<file path="src/rtl/iter_mdu.sv">
// Iterative multiply/divide unit with HI/LO result registers.
// Multiply-class ops run a fixed countdown of MUL_LAT cycles and commit the
// full double-width result at the end; divides run WIDTH restoring-division
// iterations on magnitudes followed by one sign-fix/commit cycle.
//
// Handshake: start is a one-cycle issue strobe sampled on a rising edge; it is
// only accepted while busy=0 (otherwise dropped without effect), and done
// pulses for exactly one cycle after HI/LO are written. flush aborts the
// current operation and blocks any start presented on the same edge.
module iter_mdu #(
  parameter int WIDTH   = 32,
  parameter int MUL_LAT = 5
) (
  input  logic             clk,
  input  logic             reset,
  input  logic             start,
  input  logic [3:0]       op,
  input  logic [WIDTH-1:0] d1,
  input  logic [WIDTH-1:0] d2,
  input  logic             flush,
  output logic             busy,
  output logic             done,
  output logic [WIDTH-1:0] hi,
  output logic [WIDTH-1:0] lo,
  output logic [1:0]       o_dbg_state
);

  typedef enum logic [1:0] {
    S_IDLE = 2'd0,
    S_MUL  = 2'd1,
    S_DIV  = 2'd2
  } state_t;

  localparam int CW = 7;
  // Countdown starts at L-1 so the commit lands exactly L edges after issue.
  localparam logic [CW-1:0] MUL_CNT = CW'(MUL_LAT - 1);
  localparam logic [CW-1:0] DIV_CNT = CW'(WIDTH);

  state_t           r_state;
  logic [CW-1:0]    r_cnt;
  logic [3:0]       r_op;
  logic [WIDTH-1:0] r_a;
  logic [WIDTH-1:0] r_b;
  logic [WIDTH-1:0] r_rem;
  logic [WIDTH-1:0] r_quo;
  logic [WIDTH-1:0] r_dvs;
  logic             r_neg_q;
  logic             r_neg_r;
  logic             r_dz;
  logic [WIDTH-1:0] r_hi;
  logic [WIDTH-1:0] r_lo;
  logic             r_busy;
  logic             r_done;

  // Multiply datapath (operands are latched, HI/LO cannot change while busy).
  logic                 w_mul_signed;
  logic [2*WIDTH-1:0]   w_a_ext;
  logic [2*WIDTH-1:0]   w_b_ext;
  logic [2*WIDTH-1:0]   w_prod;
  logic [2*WIDTH-1:0]   w_acc;
  logic [2*WIDTH-1:0]   w_mul_res;

  // Divide datapath.
  logic                 w_in_signed;
  logic                 w_d1_neg;
  logic                 w_d2_neg;
  logic [WIDTH-1:0]     w_d1_abs;
  logic [WIDTH-1:0]     w_d2_abs;
  logic [WIDTH:0]       w_shift;
  logic [WIDTH-1:0]     w_trial;
  logic                 w_fits;
  logic [WIDTH-1:0]     w_q_fix;
  logic [WIDTH-1:0]     w_r_fix;

  assign w_mul_signed = ~r_op[0];
  assign w_a_ext = w_mul_signed ? {{WIDTH{r_a[WIDTH-1]}}, r_a} : {{WIDTH{1'b0}}, r_a};
  assign w_b_ext = w_mul_signed ? {{WIDTH{r_b[WIDTH-1]}}, r_b} : {{WIDTH{1'b0}}, r_b};
  assign w_prod  = w_a_ext * w_b_ext;
  assign w_acc   = {r_hi, r_lo};

  // Select plain product, accumulate or subtract according to the op class.
  always_comb begin
    w_mul_res = w_prod;
    case (r_op[2:1])
      2'b10:   w_mul_res = w_acc + w_prod;
      2'b11:   w_mul_res = w_acc - w_prod;
      default: w_mul_res = w_prod;
    endcase
  end

  // Divide works on magnitudes; the signs are reapplied in the final cycle.
  assign w_in_signed = ~op[0];
  assign w_d1_neg    = w_in_signed & d1[WIDTH-1];
  assign w_d2_neg    = w_in_signed & d2[WIDTH-1];
  assign w_d1_abs    = w_d1_neg ? -d1 : d1;
  assign w_d2_abs    = w_d2_neg ? -d2 : d2;

  // One restoring step: shift the next dividend bit into the remainder.
  assign w_shift = {r_rem, r_quo[WIDTH-1]};
  assign w_fits  = (w_shift >= {1'b0, r_dvs});
  assign w_trial = w_shift[WIDTH-1:0] - r_dvs;
  assign w_q_fix = r_neg_q ? -r_quo : r_quo;
  assign w_r_fix = r_neg_r ? -r_rem : r_rem;

  // Main FSM: issue decode, multiply countdown, divide iterations and commit.
  always_ff @(posedge clk) begin
    if (reset) begin
      r_state <= S_IDLE;
      r_cnt   <= '0;
      r_op    <= '0;
      r_a     <= '0;
      r_b     <= '0;
      r_rem   <= '0;
      r_quo   <= '0;
      r_dvs   <= '0;
      r_neg_q <= 1'b0;
      r_neg_r <= 1'b0;
      r_dz    <= 1'b0;
      r_hi    <= '0;
      r_lo    <= '0;
      r_busy  <= 1'b0;
      r_done  <= 1'b0;
    end else begin
      r_done <= 1'b0;
      if (flush) begin
        // Abort: drop whatever is in flight and refuse a same-edge issue.
        r_state <= S_IDLE;
        r_busy  <= 1'b0;
      end else begin
        case (r_state)
          S_IDLE: begin
            if (start) begin
              case (op)
                4'd0, 4'd1, 4'd4, 4'd5, 4'd6, 4'd7: begin
                  r_state <= S_MUL;
                  r_busy  <= 1'b1;
                  r_cnt   <= MUL_CNT;
                  r_op    <= op;
                  r_a     <= d1;
                  r_b     <= d2;
                end
                4'd2, 4'd3: begin
                  r_state <= S_DIV;
                  r_busy  <= 1'b1;
                  r_cnt   <= DIV_CNT;
                  r_op    <= op;
                  r_a     <= d1;
                  r_b     <= d2;
                  r_rem   <= '0;
                  r_quo   <= w_d1_abs;
                  r_dvs   <= w_d2_abs;
                  r_neg_q <= w_d1_neg ^ w_d2_neg;
                  r_neg_r <= w_d1_neg;
                  r_dz    <= (d2 == '0);
                end
                4'd8:    r_hi <= d1;
                4'd9:    r_lo <= d1;
                default: ;
              endcase
            end
          end
          S_MUL: begin
            if (r_cnt == '0) begin
              {r_hi, r_lo} <= w_mul_res;
              r_done       <= 1'b1;
              r_busy       <= 1'b0;
              r_state      <= S_IDLE;
            end else begin
              r_cnt <= r_cnt - 1'b1;
            end
          end
          S_DIV: begin
            if (r_cnt == '0) begin
              // Sign-fix cycle; divide by zero returns all-ones / dividend.
              if (r_dz) begin
                r_lo <= '1;
                r_hi <= r_a;
              end else begin
                r_lo <= w_q_fix;
                r_hi <= w_r_fix;
              end
              r_done  <= 1'b1;
              r_busy  <= 1'b0;
              r_state <= S_IDLE;
            end else begin
              r_rem <= w_fits ? w_trial : w_shift[WIDTH-1:0];
              r_quo <= {r_quo[WIDTH-2:0], w_fits};
              r_cnt <= r_cnt - 1'b1;
            end
          end
          default: begin
            r_state <= S_IDLE;
            r_busy  <= 1'b0;
          end
        endcase
      end
    end
  end

  assign busy        = r_busy;
  assign done        = r_done;
  assign hi          = r_hi;
  assign lo          = r_lo;
  assign o_dbg_state = r_state;

endmodule
</file>
<file path="config.mk">
export PLATFORM = sky130hd
export DESIGN_NAME = iter_mdu
export DESIGN_NICKNAME = d
export VERILOG_FILES = /design/src/rtl/iter_mdu.sv
export SDC_FILE = /design/constraint.sdc
export NUM_CORES = 2
export LEC_CHECK = 0
export BUFFER_PORTS_ARGS = -buffer_cell sky130_fd_sc_hd__buf_2
export CORE_ASPECT_RATIO = 0.6
export CORE_MARGIN = 3
export CORE_UTILIZATION = 43
export DETAILED_ROUTE_END_ITERATION = 8
export SYNTH_ARGS = -nofsm -noshare
export SYNTH_HDL_FRONTEND = slang
export SYNTH_SLANG_ARGS = --single-unit
</file>
<file path="constraint.sdc">
create_clock -name clk -period 15 [get_ports clk]
set_input_delay 0 -clock clk [delete_from_list [all_inputs] [get_ports clk]]
set_output_delay 0 -clock clk [all_outputs]
set_load 0.01 [all_outputs]
</file>
# Yosys cells after proc, flatten, opt, wreduce, memory -nomap -nowiden
# Cells that the tools add are included.
dict set report word_totals {
  ff_bits 241
  n_memories 0
  mem_bits_rw 0
  wordCells 117
  latchBits 0
  in_bits 72
  output_inout_bits 68
  romBits 0
}
dict set report op_classes {
  muxes 41
  n_reduce_logical 21
  shift 0
  bitwise 6
  eq_ne 24
  add_sub_neg 8
  mul 1
  magnitude_cmp 1
  div_mod_pow 0
}
# cell count
set ops {}
lappend ops {{$mux 32} 21}
lappend ops {{$pmux 32 s3} 2}
lappend ops {{$mux 64} 2}
lappend ops {{$neg 32->32} 4}
lappend ops {{$pmux 32 s2} 2}
lappend ops {{$pmux 64 s2} 1}
lappend ops {{$add 64x64->64} 1}
lappend ops {{$mul 64x64->64} 1}
lappend ops {{$sub 64x64->64} 1}
lappend ops {{$ge 33x32->1} 1}
lappend ops {{$logic_not 32->1} 1}
lappend ops {{$sub 32x32->32} 1}
lappend ops {{$pmux 7 s2} 2}
lappend ops {{$eq 4x3->1 const B} 4}
lappend ops {{$mux 7} 2}
lappend ops {{$ne 2x2->1 const B} 6}
lappend ops {{$reduce_and 6->1} 2}
lappend ops {{$reduce_and 5->1} 2}
lappend ops {{$eq 4x2->1 const B} 2}
lappend ops {{$eq 4x4->1 const B} 2}
lappend ops {{$ne 2x1->1 const B} 4}
lappend ops {{$pmux 2 s2} 2}
lappend ops {{$reduce_and 4->1} 2}
lappend ops {{$reduce_or 8->1} 1}
lappend ops {{other kinds (20)} 33}

# Longest topological paths before layout
dict set report logic_depth {
  ltp_word 6
  mapped_depth 52
  mapped_depth_nobuf 48
}

# Worst setup path after synthesis
# Ideal clock, no wire load.
dict set report synth_path {
  path_type {flip-flop to flip-flop}
  startpoint {register r_b[31]}
  endpoint {register r_hi[31] (netlist: hi[31])}
  t_arrival_ns 11.638
  path_stages_with_launch 49
  slack_ns 3.233
  n_path_buf 4
  cell_sequence {dfxtp_1 clkbuf_1 nor2b_1 clkbuf_1 clkbuf_1 nand2_1 fa_1 inv_1 fa_1 fa_1 fa_1 inv_1 fa_1 inv_1 fa_1 inv_1 fa_1 inv_1 [13 not listed] nor2b_1 and4b_1 nand4_2 or4b_1 nand2_1 xnor2_1 ha_1 a21oi_1 nor2b_1 o21ai_0 nand2b_1 a21oi_1 a21oi_1 or4_1 and4_1 nor4b_1 o221ai_1 nand4_1}
}
dict set report synth_via {
  elab_chain_cells 6
}
# item line_no
set synth_rtl {}
lappend synth_rtl {{start: declaration} 43} ;# logic [WIDTH-1:0] r_b;
lappend synth_rtl {{start signal: assignment} 112} ;# r_b <= '0;
lappend synth_rtl {{start signal: assignment} 140} ;# r_b <= d2;
lappend synth_rtl {{start signal: assignment} 148} ;# r_b <= d2;
lappend synth_rtl {{$mux 64 *} 77} ;# assign w_b_ext = w_mul_signed ? {{WIDTH{r_b[WIDTH-1]}}, r_b} : {{WIDTH{1'b0}}, r_b};
lappend synth_rtl {{$mul 64x64->64 *} 78} ;# assign w_prod = w_a_ext * w_b_ext;
lappend synth_rtl {{$sub 64x64->64 / $add 64x64->64 (equally long branches)} {86, 85}}
lappend synth_rtl {{$pmux 64 s2 *} 84} ;# case (r_op[2:1])
lappend synth_rtl {{$mux 32 *} 163} ;# if (r_cnt == '0) begin
lappend synth_rtl {{$pmux 32 s3 *} 130} ;# case (r_state)
lappend synth_rtl {{end signal: assignment} 164} ;# {r_hi, r_lo} <= w_mul_res;
lappend synth_rtl {{end signal: assignment} 177} ;# r_hi <= r_a;
lappend synth_rtl {{end signal: assignment} 180} ;# r_hi <= w_r_fix;
lappend synth_rtl {{end: declaration} 50} ;# logic [WIDTH-1:0] r_hi;
# Mark *: on every way between the ends. The rest lies on a longest branch, timed or not. The select of a mux whose other input is x is not followed.
# A chain may end at the register's enable or synchronous reset.

# Final worst setup path
dict set report layout_path {
  startpoint {register r_b[9]}
  endpoint {register r_hi[31] (netlist: hi[31])}
}
# The elaborated chain is that of the path after synthesis.

==> metrics.csv <==
stage,metric,value,unit
power_and_ir_drop,static leakage,35.7,nW
cells_and_area,Final #Nets,9901,
synth,"EDFF count, synth",0,
run_status,result of the run,"finished, final reports clean",
global_route,M3 GR Usage,0.124,
global_route,largest net degree at the start of global routing,88,
synth,Post-synth ARST share,0,
global_route,Tot GR Track Use,0.316,
sta,setup TNS,0,ns
floorplan,Die Wd,521,um
synth,Post-synth top flop,dfxtp_1,
clocking,maximum root-to-sink buffer count,3,
worst_setup_path,Critical Setup Path Class,reg2reg,
floorplan,Core Region,157000,sq um
worst_setup_path,max incr delay on CP,0.92,ns
sta,Worst Tran Pin Value,1.30,ns
placed_design,placed insts,9986,
clocking,Num CTS Buffers,28,
cells_and_area,most frequent cells in the layout,"inv_1 (1,628), fa_1 (1,435), nand2_1 (994)",
worst_setup_path,CP Launch Type,register,
sta,Final period util,0.982,
clocking,clock transition at the registers of the reported paths,0.07,ns
cells_and_area,final core utilization,0.467,
worst_setup_path,Buf/Inv on CP,8,
detailed_routing,Starting DRT DRC Count,6375,
floorplan,Std-Cell Rows,112,
detailed_routing,final wirelength,259,mm
global_route,M1 GR Usage,0.493,
cells_and_area,final instance area,73200,sq um
sta,max-slew violation count,0,
sta,Final Hold Viols,0,
floorplan,die area,164000,sq um
job,max_cap viols,0,
sta,Achievable Freq,0.0679,GHz
sta,Max-slew headroom,0.132,
detailed_routing,routed vias,57300,
floorplan,# IOs,140,
global_route,first-pass GRT wire length,384,mm
clocking,TritonCTS clock tree,done,
worst_setup_path,Critical Path RT,15.54,ns
detailed_routing,WL/cell,25.5,um
global_route,vias in the first global route,57100,
synth,"FF+latch count, synth",241,
power_and_ir_drop,total power,2.76,mW
worst_setup_path,"Data arrival, critical path",15.27,ns
detailed_routing,Detail Route Antenna Nets,0,
sta,RSZ-0062 raised after global routing,no,
global_route,Top Usage Layer GRT,met1,
worst_setup_path,"CP delay by family, top",adder cells,
clocking,Sink Count,241,
placed_design,post-DP HPWL,211,mm
worst_setup_path,"Slowest-stage cell, CP",dfxtp_1,
synth,syn_nets,9943,
worst_setup_path,Setup crit end kind,register,
floorplan,Vert. Die Dim,315,um
detailed_routing,routed vias/inst,5.65,
cells_and_area,layout cells sized above 1,0.0526,
global_route,initial antenna violation count,15,
worst_setup_path,CP max FO,19,
synth,Mapped Area,68400,sq um
detailed_routing,drt pass-1 iters,5,
synth,YS warnings,0,
global_route,total grt overflow,0,
synth,Post-Syn Instances,8031,
placed_design,number of port buffers,139,
floorplan,Initial Utilization,0.437,
worst_setup_path,Most common cell on crit path,fa_1,
sta,crit path time final,14.73,ns
synth,distinct cell type count after synthesis,99,
clocking,later-pin clock latency in the skew report,0.64,ns
synth,Synth Area per Inst,8.52,sq um
power_and_ir_drop,Peak VDD IR,85.3,uV
sta,count of final setup violators,0,
cells_and_area,area delta synth->final,6.94,%
sta,Setup Skew,0.0517,ns
power_and_ir_drop,cell area power density,37.8,nW/um^2
placed_design,GPL Wtd Cong,1.00,
cells_and_area,fill count,15500,
detailed_routing,DR DRC count,0,
cells_and_area,"commonest non-fill, non-tap cell in the layout",inv_1,
clocking,H-tree depth,1,
placed_design,dpl cell area,71300,sq um
cells_and_area,"non-filler cells, final",10100,
global_route,M2 GR Usage,0.408,
synth,sequential area share after synthesis,0.0705,
min_path,HP Class,in2reg,
clocking,Root Driver,clkbuf_16,
## sequential cells by signal, indices dropped and copies added, names as in the netlist
signal       flops
hi              32
lo              32
r_a             32
r_b             32
r_dvs           32
r_quo           32
r_rem           32
r_cnt            7
r_op             3
o_dbg_state      2
busy             1
done             1
r_dz             1
r_neg_q          1
r_neg_r          1
## cell type report
| cell class | count | area (sq um) | share of cell area |
|---|---|---|---|
| multi-input combinational | 5743 | 56000 | 0.765 |
| inverter | 1629 | 6110 | 0.0836 |
| sequential | 241 | 4860 | 0.0664 |
| tap | 2109 | 2640 | 0.0361 |
| timing repair buffer | 346 | 2560 | 0.0350 |
| clock buffer | 35 | 798 | 0.0109 |
| clock inverter | 17 | 180 | 0.00246 |
| antenna | 7 | 17.5 | 0.000239 |
## synthesized netlist by cell type (129+ instances only)
cell type     n  area share
xnor2_1     224       0.029
dfxtp_1     241       0.071
clkbuf_1    389       0.021
fa_1       1435        0.42
a21oi_1     451       0.033
xor2_1      129       0.017
nand2_1     994       0.055
inv_1      1628       0.089
o21ai_0     262       0.019
ha_1        405       0.074
and2_1      562       0.051
nor2_1      362       0.020
## metrics by stage
step | hold WS, ns | worst slack, ns
final | 0.0767 | 0.267
after global routing | 0.0801 | 0.0256
after CTS | 0.0247 | 0.0291
after detailed placement | 0.268 | 0.0901
after global placement | 0.264 | 0.0965
after floorplan | 0.136 | 3.23
## cells by family after synthesis
| logic type | Yosys count | synth area share |
|---|---|---|
| and+or+nand+nor | 2298 | 0.162 |
| muxes | 41 | 0.00624 |
| adders and majority gates | 1841 | 0.494 |
| AOI/OAI and AO/OA | 1209 | 0.109 |
| buffers and inverters | 2047 | 0.113 |
| DFF | 241 | 0.0705 |
| xor gates and xnor gates | 354 | 0.0456 |
## metal layers
metal / wire length (um) / part of all wire
met1: 119000 / 0.46
met2: 97000 / 0.38
met3: 37600 / 0.15
met4: 4560 / 0.018
met5: 229 / 0.00089
## path summary, 6_finish.rpt
path,from,depth (start not counted),slack [ns],endpoint
max,r_b[9],45,0.27,hi[31]
min,start,7,0.08,o_dbg_state[1]
max reg2reg,r_b[9],45,0.27,hi[31]
min reg2reg,r_b[16],2,0.46,r_b[16]
## power by group
group	switching [mW]	internal, mW	leakage [nW]
logic	0.827	0.458	33.2
clock network	0.347	0.430	0.479
registers	0.0453	0.654	1.96
total	1.22	1.54	35.7
## worst reg2reg max path: cells and delay by family, from the launching register on
family                   cells  cell delay (ns)
flip-flops                   1             0.92
AND/OR/NAND/NOR             13             3.73
adder cells (fa/ha/maj)     12             5.62
buffers and inverters        8             0.90
AO/OA/AOI/OAI               11             3.35
XOR/XNOR                     1             0.11
## repair_timing
| item | CTS | global route |
|---|---|---|
| buffers inserted | 0 | 1 |
| endpoints found under the hold margin | 152 | 0 |
| hold buffers | 81 | 0 |
| resized for setup | 0 | 14 |
| endpoints found under the setup margin | 0 | 5 |
No activity file was read; power rests on OpenSTA's default activity.
